$ cat src/rtl/bpsk_pkg.sv
// Shared types and width helpers for the BPSK packet assembler.
// Optional checksum byte is enabled by defining PKT_CHECKSUM_EN.
package bpsk_pkg;

    typedef enum logic [1:0] {
        IDLE = 2'd0,
        SEND = 2'd1,
        CHK  = 2'd2
    } pkt_state_t;

    localparam int DROP_CNT_W = 16;

    // Index width for a counter over n items; never narrower than one bit.
    function automatic int idx_w(input int n);
        return (n > 1) ? $clog2(n) : 1;
    endfunction

endpackage

$ cat src/rtl/pkt_byte_serializer.sv
// Read side: walks full banks byte-by-byte onto a valid/ready stream.
// PKT_CHECKSUM_EN appends an XOR checksum byte after each packet.
module pkt_byte_serializer
    import bpsk_pkg::*;
#(
    parameter int PACKET_BITS = 64,
    parameter int BYTE_W      = 8
) (
    input  logic                        clk,
    input  logic                        rst_n,
    input  logic                        clear,
    input  logic [1:0]                  bank_full,
    input  logic [1:0]                  bank_fill,
    input  logic [1:0][PACKET_BITS-1:0] bank_data,
    output logic [1:0]                  bank_free,
    output logic                        byte_valid,
    output logic [BYTE_W-1:0]           byte_data,
    input  logic                        byte_ready,
    output logic                        byte_last,
    output logic                        pkt_busy
);

    localparam int NBYTES = PACKET_BITS / BYTE_W;
    localparam int PTR_W  = idx_w(NBYTES);
    localparam logic [PTR_W-1:0] LAST_PTR = PTR_W'(NBYTES - 1);

    pkt_state_t        state;
    logic              rd_bank;
    logic [PTR_W-1:0]  ptr;
    logic [BYTE_W-1:0] data_byte;
    logic              hs;
    logic              last_data;
    logic              done;
    logic              other_full;

    assign data_byte  = bank_data[rd_bank][ptr*BYTE_W +: BYTE_W];
    assign hs         = byte_valid && byte_ready;
    assign last_data  = (state == SEND) && (ptr == LAST_PTR);
    // A bank being filled this very cycle counts, so packets chain with no gap.
    assign other_full = bank_full[~rd_bank] | bank_fill[~rd_bank];

    assign byte_valid = (state != IDLE);
    assign pkt_busy   = (state != IDLE);
    assign bank_free  = done ? (2'b01 << rd_bank) : 2'b00;

`ifdef PKT_CHECKSUM_EN
    logic [BYTE_W-1:0] acc;

    assign done      = hs && (state == CHK);
    assign byte_last = (state == CHK);

    always_comb begin
        byte_data = '0;
        if (state == SEND)
            byte_data = data_byte;
        else if (state == CHK)
            byte_data = acc;
    end
`else
    assign done      = hs && last_data;
    assign byte_last = last_data;

    always_comb begin
        byte_data = '0;
        if (state == SEND)
            byte_data = data_byte;
    end
`endif

    always_ff @(posedge clk or negedge rst_n) begin
        if (!rst_n) begin
            state   <= IDLE;
            rd_bank <= 1'b0;
            ptr     <= '0;
`ifdef PKT_CHECKSUM_EN
            acc     <= '0;
`endif
        end else if (clear) begin
            state   <= IDLE;
            rd_bank <= 1'b0;
            ptr     <= '0;
`ifdef PKT_CHECKSUM_EN
            acc     <= '0;
`endif
        end else begin
            unique case (state)
                IDLE: begin
                    if (bank_full[rd_bank]) begin
                        state <= SEND;
                        ptr   <= '0;
                    end
                end
                SEND: begin
                    if (hs) begin
`ifdef PKT_CHECKSUM_EN
                        acc <= acc ^ data_byte;
`endif
                        if (ptr == LAST_PTR) begin
                            ptr <= '0;
`ifdef PKT_CHECKSUM_EN
                            state <= CHK;
`else
                            rd_bank <= ~rd_bank;
                            state   <= other_full ? SEND : IDLE;
`endif
                        end else begin
                            ptr <= ptr + 1'b1;
                        end
                    end
                end
`ifdef PKT_CHECKSUM_EN
                CHK: begin
                    if (hs) begin
                        acc     <= '0;
                        rd_bank <= ~rd_bank;
                        state   <= other_full ? SEND : IDLE;
                    end
                end
`endif
                default: state <= IDLE;
            endcase
        end
    end

endmodule

$ cat src/rtl/bpsk_packet_assembler.sv
// Ping-pong bit collector feeding a byte serializer toward the UART.
// Define PKT_CHECKSUM_EN to append an XOR checksum byte per packet.
module bpsk_packet_assembler
    import bpsk_pkg::*;
#(
    parameter int PACKET_BITS = 64,
    parameter int BYTE_W      = 8
) (
    input  logic                  clk,
    input  logic                  rst_n,
    input  logic                  bit_valid,
    input  logic                  bit_data,
    input  logic                  clear,
    output logic                  byte_valid,
    output logic [BYTE_W-1:0]     byte_data,
    input  logic                  byte_ready,
    output logic                  byte_last,
    output logic                  pkt_busy,
    output logic                  overflow,
    output logic [DROP_CNT_W-1:0] drop_cnt
);

    localparam int IDX_W = idx_w(PACKET_BITS);
    localparam logic [IDX_W-1:0] LAST_IDX = IDX_W'(PACKET_BITS - 1);

    logic [1:0][PACKET_BITS-1:0] bank;
    logic [1:0]                  full;
    logic [1:0]                  fill;
    logic [1:0]                  bank_free;
    logic                        wr_bank;
    logic [IDX_W-1:0]            wr_idx;
    logic                        accept;
    logic                        drop;

    // A bank freed this cycle is still full here, so a colliding bit drops.
    assign accept = bit_valid && !full[wr_bank];
    assign drop   = bit_valid && full[wr_bank];
    assign fill   = (accept && (wr_idx == LAST_IDX)) ? (2'b01 << wr_bank) : 2'b00;

    always_ff @(posedge clk or negedge rst_n) begin
        if (!rst_n) begin
            bank     <= '0;
            full     <= 2'b00;
            wr_bank  <= 1'b0;
            wr_idx   <= '0;
            overflow <= 1'b0;
            drop_cnt <= '0;
        end else if (clear) begin
            full     <= 2'b00;
            wr_bank  <= 1'b0;
            wr_idx   <= '0;
            overflow <= 1'b0;
            drop_cnt <= '0;
        end else begin
            full <= (full & ~bank_free) | fill;
            if (accept) begin
                bank[wr_bank][wr_idx] <= bit_data;
                if (wr_idx == LAST_IDX) begin
                    wr_idx  <= '0;
                    wr_bank <= ~wr_bank;
                end else begin
                    wr_idx <= wr_idx + 1'b1;
                end
            end
            if (drop) begin
                overflow <= 1'b1;
                if (drop_cnt != '1)
                    drop_cnt <= drop_cnt + 1'b1;
            end
        end
    end

    pkt_byte_serializer #(
        .PACKET_BITS (PACKET_BITS),
        .BYTE_W      (BYTE_W)
    ) u_ser (
        .clk        (clk),
        .rst_n      (rst_n),
        .clear      (clear),
        .bank_full  (full),
        .bank_fill  (fill),
        .bank_data  (bank),
        .bank_free  (bank_free),
        .byte_valid (byte_valid),
        .byte_data  (byte_data),
        .byte_ready (byte_ready),
        .byte_last  (byte_last),
        .pkt_busy   (pkt_busy)
    );

endmodule
$ cat config.mk
export PLATFORM = sky130hd
export DESIGN_NAME = bpsk_packet_assembler
export DESIGN_NICKNAME = d
export VERILOG_FILES = /design/src/rtl/bpsk_pkg.sv /design/src/rtl/pkt_byte_serializer.sv /design/src/rtl/bpsk_packet_assembler.sv
export SDC_FILE = /design/constraint.sdc
export NUM_CORES = 1
export LEC_CHECK = 0
export BUFFER_PORTS_ARGS = -buffer_cell sky130_fd_sc_hd__buf_2
export CAP_MARGIN = 20
export CORE_MARGIN = 2
export CORE_UTILIZATION = 40
export CTS_BUF_LIST = sky130_fd_sc_hd__clkbuf_16
export DETAILED_ROUTE_END_ITERATION = 12
export GPL_ROUTABILITY_DRIVEN = 0
export HOLD_SLACK_MARGIN = 0.03
export PLACE_DENSITY_LB_ADDON = 0.15
export RECOVER_POWER = 25
export SYNTH_ARGS = -nofsm -noshare
export SYNTH_HDL_FRONTEND = slang
export SYNTH_SLANG_ARGS = --single-unit
$ cat constraint.sdc
create_clock -name clk -period 2.17 [get_ports clk]
set_input_delay 0.217 -clock clk [delete_from_list [all_inputs] [get_ports clk]]
set_output_delay 0.217 -clock clk [all_outputs]
set_load 0.02 [all_outputs]
Yosys cells after proc, flatten, opt, wreduce, memory -nomap -nowiden
Cells that the tools add are included.
{ "totals": {"wordCells": 106, "output_inout_bits": 28, "regBits": 160} }
{ "op_classes": {"n_lt_le_gt_ge": 6, "addsub": 3, "eq_ne": 7, "reduce_logical": 25, "muxes": 45, "n_shift": 3, "bitwise_logic": 7} }
{ "ops": {"columns": ["operator", "count"], "rows": [
  ["two-way mux 64 bit", 3],
  ["bitwise mux 128 bit", 1],
  ["demux 64 bit (select 1 bit)", 1],
  ["indexed part select 64 x 7 -> 8 bit", 1],
  ["two-way mux 16 bit", 3],
  ["two-way mux 1 bit", 19],
  ["two-way mux 6 bit", 3],
  ["adder 16 x 1 -> 16 bit, second input constant", 1],
  ["!= test 16 bit, second input constant", 1],
  ["nonzero test 2 bit", 8],
  ["two-way mux 2 bit", 7],
  ["two-way mux 3 bit", 4],
  ["AND reduction 3 bit", 3],
  ["logical AND 1 bit", 8],
  ["two-way mux 8 bit", 1],
  ["< comparator 6 x 7 -> 1 bit, second input constant", 1],
  ["adder 6 x 1 -> 6 bit, second input constant", 1],
  ["demux 1 bit (select 6 bit)", 1],
  ["== test 6 bit, second input constant", 1],
  ["greater-or-equal comparator 6 x 1 -> 1 bit, second input constant", 1],
  ["< comparator 1 x 2 -> 1 bit, second input constant", 3],
  ["!= test 3 x 2 -> 1 bit, second input constant", 2],
  ["case mux 3 bit (2 select lines)", 1],
  ["AND reduction 2 bit", 3],
  ["other kinds (15)", 18]
]} }

Logic depth before layout (Yosys ltp)
{ "depth": {"word_depth": 14, "depth_mapped": 7, "mapped_depth_nobuf": 6} }

Hierarchy
A second synthesis with hierarchy kept.
{ "unflattened": {"hier_cells": 754, "hier_area_um2": 8386.8} }
{ "by_module_without_submodules": {"columns": ["mod", "cells_each", "n_inst", "seq_area_each_um2", "area_per_inst_um2"], "rows": [
  ["bpsk_packet_assembler", 608, 1, 3853.7, 6952.9],
  ["pkt_byte_serializer", 146, 1, 125.1, 1433.9]
]} }

Worst setup path before layout
Ideal clock, no wire load.
{ "synth_path": {"kind": "register to register", "start": "register drop_cnt[0]", "end": "register drop_cnt[12]", "slack_ns": 0.045, "arrival_time_ns": 2.000, "stages_incl_launch_ff": 7, "path_buffers": 1, "t_required_ns": 2.045, "setup_time_ns": 0.125, "cell_sequence": "dfrtp_1 > ha_1 > nand4_1 > or4b_1 > buf_2 > nor3_1 > mux2_2"} }
{ "synth_between": {"elab_chain_len": 4, "word_cells_on_any_way": 7} }
{ "synth_rtl": {"columns": ["item", "line_no", "text"], "rows": [
  ["start, declared", "bpsk_packet_assembler.sv:20", "output logic [DROP_CNT_W-1:0] drop_cnt"],
  ["start signal, assigned", "bpsk_packet_assembler.sv:68", "drop_cnt <= drop_cnt + 1'b1;"],
  ["adder 16 x 1 -> 16 bit", "bpsk_packet_assembler.sv:68", null],
  ["two-way mux 16 bit", "bpsk_packet_assembler.sv:67", "if (drop_cnt != '1)"],
  ["two-way mux 16 bit", "bpsk_packet_assembler.sv:65", "if (drop) begin"],
  ["two-way mux 16 bit", "bpsk_packet_assembler.sv:48", "end else if (clear) begin"]
]} }
Several ways; a longest one is shown, not always the timed one. The select of a mux whose other input is x is not followed.
A chain may end at the register's enable or synchronous reset.

Worst setup path in the final report
{ "layout_path": {"start": "register u_ser.rd_bank", "end": "output byte_data[5]"} }
{ "layout_between": {"elab_chain_len": 4} }
{ "layout_rtl": {"columns": ["item", "line_no", "text"], "rows": [
  ["start, declared", "pkt_byte_serializer.sv:28", "logic rd_bank;"],
  ["start signal, assigned", "pkt_byte_serializer.sv:103", "rd_bank <= ~rd_bank;"],
  ["two-way mux 64 bit (not written as such) (2 in series)", "pkt_byte_serializer.sv:36", "assign data_byte = bank_data[rd_bank][ptr*BYTE_W +: BYTE_W];"],
  ["indexed part select 64 x 7 -> 8 bit", "pkt_byte_serializer.sv:36", null],
  ["two-way mux 8 bit", "pkt_byte_serializer.sv:65", "if (state == SEND)"],
  ["end, declared", "bpsk_packet_assembler.sv:15", "output logic [BYTE_W-1:0] byte_data,"]
]} }
No other way between the ends. The select of a mux whose other input is x is not followed.

==> out/results.ini <==
[sta]
slew_headroom=0.1386
hold_viol=0
layout_min_cycle_time_ns=2.316
tightest_slew_ns=1.292
clock_skew_ns=0.008322
max_freq_mhz=431.8
post-route-period-util=1.067
layout_setup_ws_ns=-0.1457
finalSetupViolCount=8
tns_ns=-0.8121
whs_ns=0.06785
rsz0062_at_grt=true
slew_viol_final=0

[layout]
nets=818
multiInputGateArea_um2=4177
design_area_um2=9894
syn_to_final_growth_pct=18.67
seq_area_um2=3980
final_layout_size_suffix_gt1_frac=0.3812
fill_cells=1806
num_antenna_cells=0

[detailed_routing]
met2RoutedLength_um=10390
first_pass_iters=5
top_layer=met4
drcViolationCount=0
vias_per_cell=5.579
drt_wl_total_um=22000
met3_length_um=881
wl_met1_um=10370
ant_nets=0
avgRoutedWirePerCell_um=20.16
via_count=6087
first_iter_violations=375

[power_and_ir_drop]
leakage_nw=4.437
powerDensity_nw_per_um2=609.0
swShare=0.2485
ir_drop_v=0.0004524
internal_power_w=0.004528
power_switching_w=0.001498
pwr-share-seq=0.499
pwr-share-clk=0.462
comb_power_share=0.039

[global_route]
grt_overflow=0
grt_pass1_wl_um=35890
grt_max_degree=86
track_usage=0.2115
grt_pass1_vias=6363
antenna_found_initial=0

[worst_setup_path]
crit_fanout=8
path_class=reg -> out
cp.required_ns=1.95
endpoint_kind=output pin
crit_path_start_kind=flop
arrival_ns=2.10

[clocking]
cts_tree=done
cts_root_buffer=clkbuf_16
cts.sinks=159
cts_buffers=17
clkTransAtPathRegs_ns=0.07
clkLatencyLatePin_ns=0.42
cts_buffer_depth=2
ctsHtreeMaxLevel=4

[placed_design]
port-buffer-count=33
dpl_cell_area_um2=9143
hpwl_um=15330

[yosys]
syn_inst=746
syn-num-nets=756
synth_edf_count=0
async_reset_ff_frac=1.000
synth_flop_cell=dfrtp_1
synth_cell_types=54
synth_warnings=0
syn_avg_cell_area_um2=11.18
ys_seq_area_frac=0.4772
ys_ff_latch=159
syn_area_um2=8338

[hold_path]
min_path_type=in -> reg

[die]
die-area_um2=22020
num_io_pins=34
fp.dieH_um=148.4
die_w_um=148.4
start_util=0.4094
num_rows=52
core_area_um2=20360

[outcome]
status=complete, but fails checks
violations=setup timing

[run]
maxCapViolCount=0

sequential cells by signal, summed over array words and instances (netlist names):
| name | flops |
|---|---|
| drop_cnt | 16 |
| u_ser.rd_bank | 1 |
| full | 2 |
| wr_bank | 1 |
| bank | 128 |
| u_ser.state | 1 |
| overflow | 1 |
| u_ser.ptr | 3 |
| wr_idx | 6 |
final timing paths:
path                       cells past startpoint     startpoint  slack (ns)           end
setup / recovery                               6  u_ser.rd_bank       -0.15  byte_data[5]
hold / removal                                 2          clear        0.07       full[0]
setup reg to reg                               5    drop_cnt[1]        0.16  drop_cnt[12]
hold reg to reg                                1       bank[88]        0.49      bank[88]
max in group asynchronous                      3          rst_n        0.20       bank[0]
min in group asynchronous                      2          rst_n        0.61  drop_cnt[11]
cell usage after synthesis (6+ instances only):
master      n  area (um^2)
dfrtp_1   159         3979
nand2_1   141        529.3
mux2_2    127         1430
nor2_1     38        142.6
clkbuf_1   37        138.9
mux4_2     24        540.5
mux2i_1    21        210.2
buf_2      17        85.08
nand3_1    17        85.08
o21ai_0    17        85.08
and2_1     12        75.07
a21oi_1    11        55.05
nor2b_1     8        50.05
a22oi_1     7        52.55
and3_1      7        43.79
a221oi_1    6        52.55
inv_1       6        22.52
nand4_1     6        37.54
nor3_1      6        30.03
or3_1       6        37.54
power groups by stage:
| stage | sequential (W) | combinational [W] | clock, W |
|---|---|---|---|
| 2_1_floorplan | 0.00305 | 0.000113 | 0 |
| 3_3_place_gp | 0.00306 | 0.000231 | 0 |
| 3_5_place_dp | 0.00306 | 0.000240 | 0 |
| 4_1_cts | 0.00301 | 0.000244 | 0.00284 |
| 5_1_grt | 0.00301 | 0.000267 | 0.00298 |
| 6_report | 0.00301 | 0.000237 | 0.00278 |
critical path: stages, from the launching register on:
cell	delay, ns
dfrtp_2	0.42
buf_8	0.15
buf_12	0.14
mux4_2	0.51
mux2i_2	0.19
o22ai_2	0.11
buf_6	0.14
metal layers:
layer  track usage  vias to the layer above
met5             0                        -
met4       0.05952                        0
met2        0.3350                      140
li1              -                     2783
met3       0.04264                       27
met1        0.2975                     3137
layout make-up:
type,count,share of cell area
multi-input cells,523,0.4221
well taps,270,0.03414
repair buffers,101,0.08485
inverters,6,0.002276
clock buffers,17,0.04299
flip-flops and latches,159,0.4023
clock inverters,15,0.01138
cells in the final DEF, fill, tap and decap left out, drive strengths merged, types with 4 or more instances in the layout:
cell,instances
mux4,24
nand2,141
a21oi,11
mux2i,22
a22oi,7
ha,4
buf,98
o21ai,17
a311oi,4
and2,12
nor3b,6
and3,7
nor2b,8
a221oi,6
mux2,131
and3b,5
nor2,38
nand3b,5
xor2,4
clkinv,6
clkbuf,19
dfrtp,159
or3,6
nand3,17
inv,11
clkinvlp,4
nand4,6
nor3,8
kinds of logic after synthesis:
family | synth area share
simple gates | 0.1606
fa+ha+maj | 0.006003
buf+inv | 0.03271
flops | 0.4772
compound gates | 0.04967
xor+xnor | 0.005252
mux | 0.2686
through the flow:
stage / instances / setup WS, ns / power [W] / utilization
5_1_grt: 1091 / -0.2147 / 0.006253 / 0.4859
3_3_place_gp: 1054 / 0.09974 / 0.003293 / 0.4489
4_1_cts: 1090 / -0.1710 / 0.006091 / 0.4842
6_report: 1091 / -0.1457 / 0.006026 / 0.4859
3_5_place_dp: 1054 / 0.1629 / 0.003302 / 0.4489
2_1_floorplan: 746 / 0.04490 / 0.003164 / -
repair_timing:
| item | in CTS | in global routing |
|---|---|---|
| endpoints found under the setup margin | 8 | 9 |
| buffers inserted | 3 | 1 |
| endpoints found under the hold margin | 43 | 0 |
| pin swaps | 6 | 2 |
| hold buffers | 1 | 0 |
| resized for setup | 41 | 11 |
Note: power is estimated with default switching activity, not from simulation.
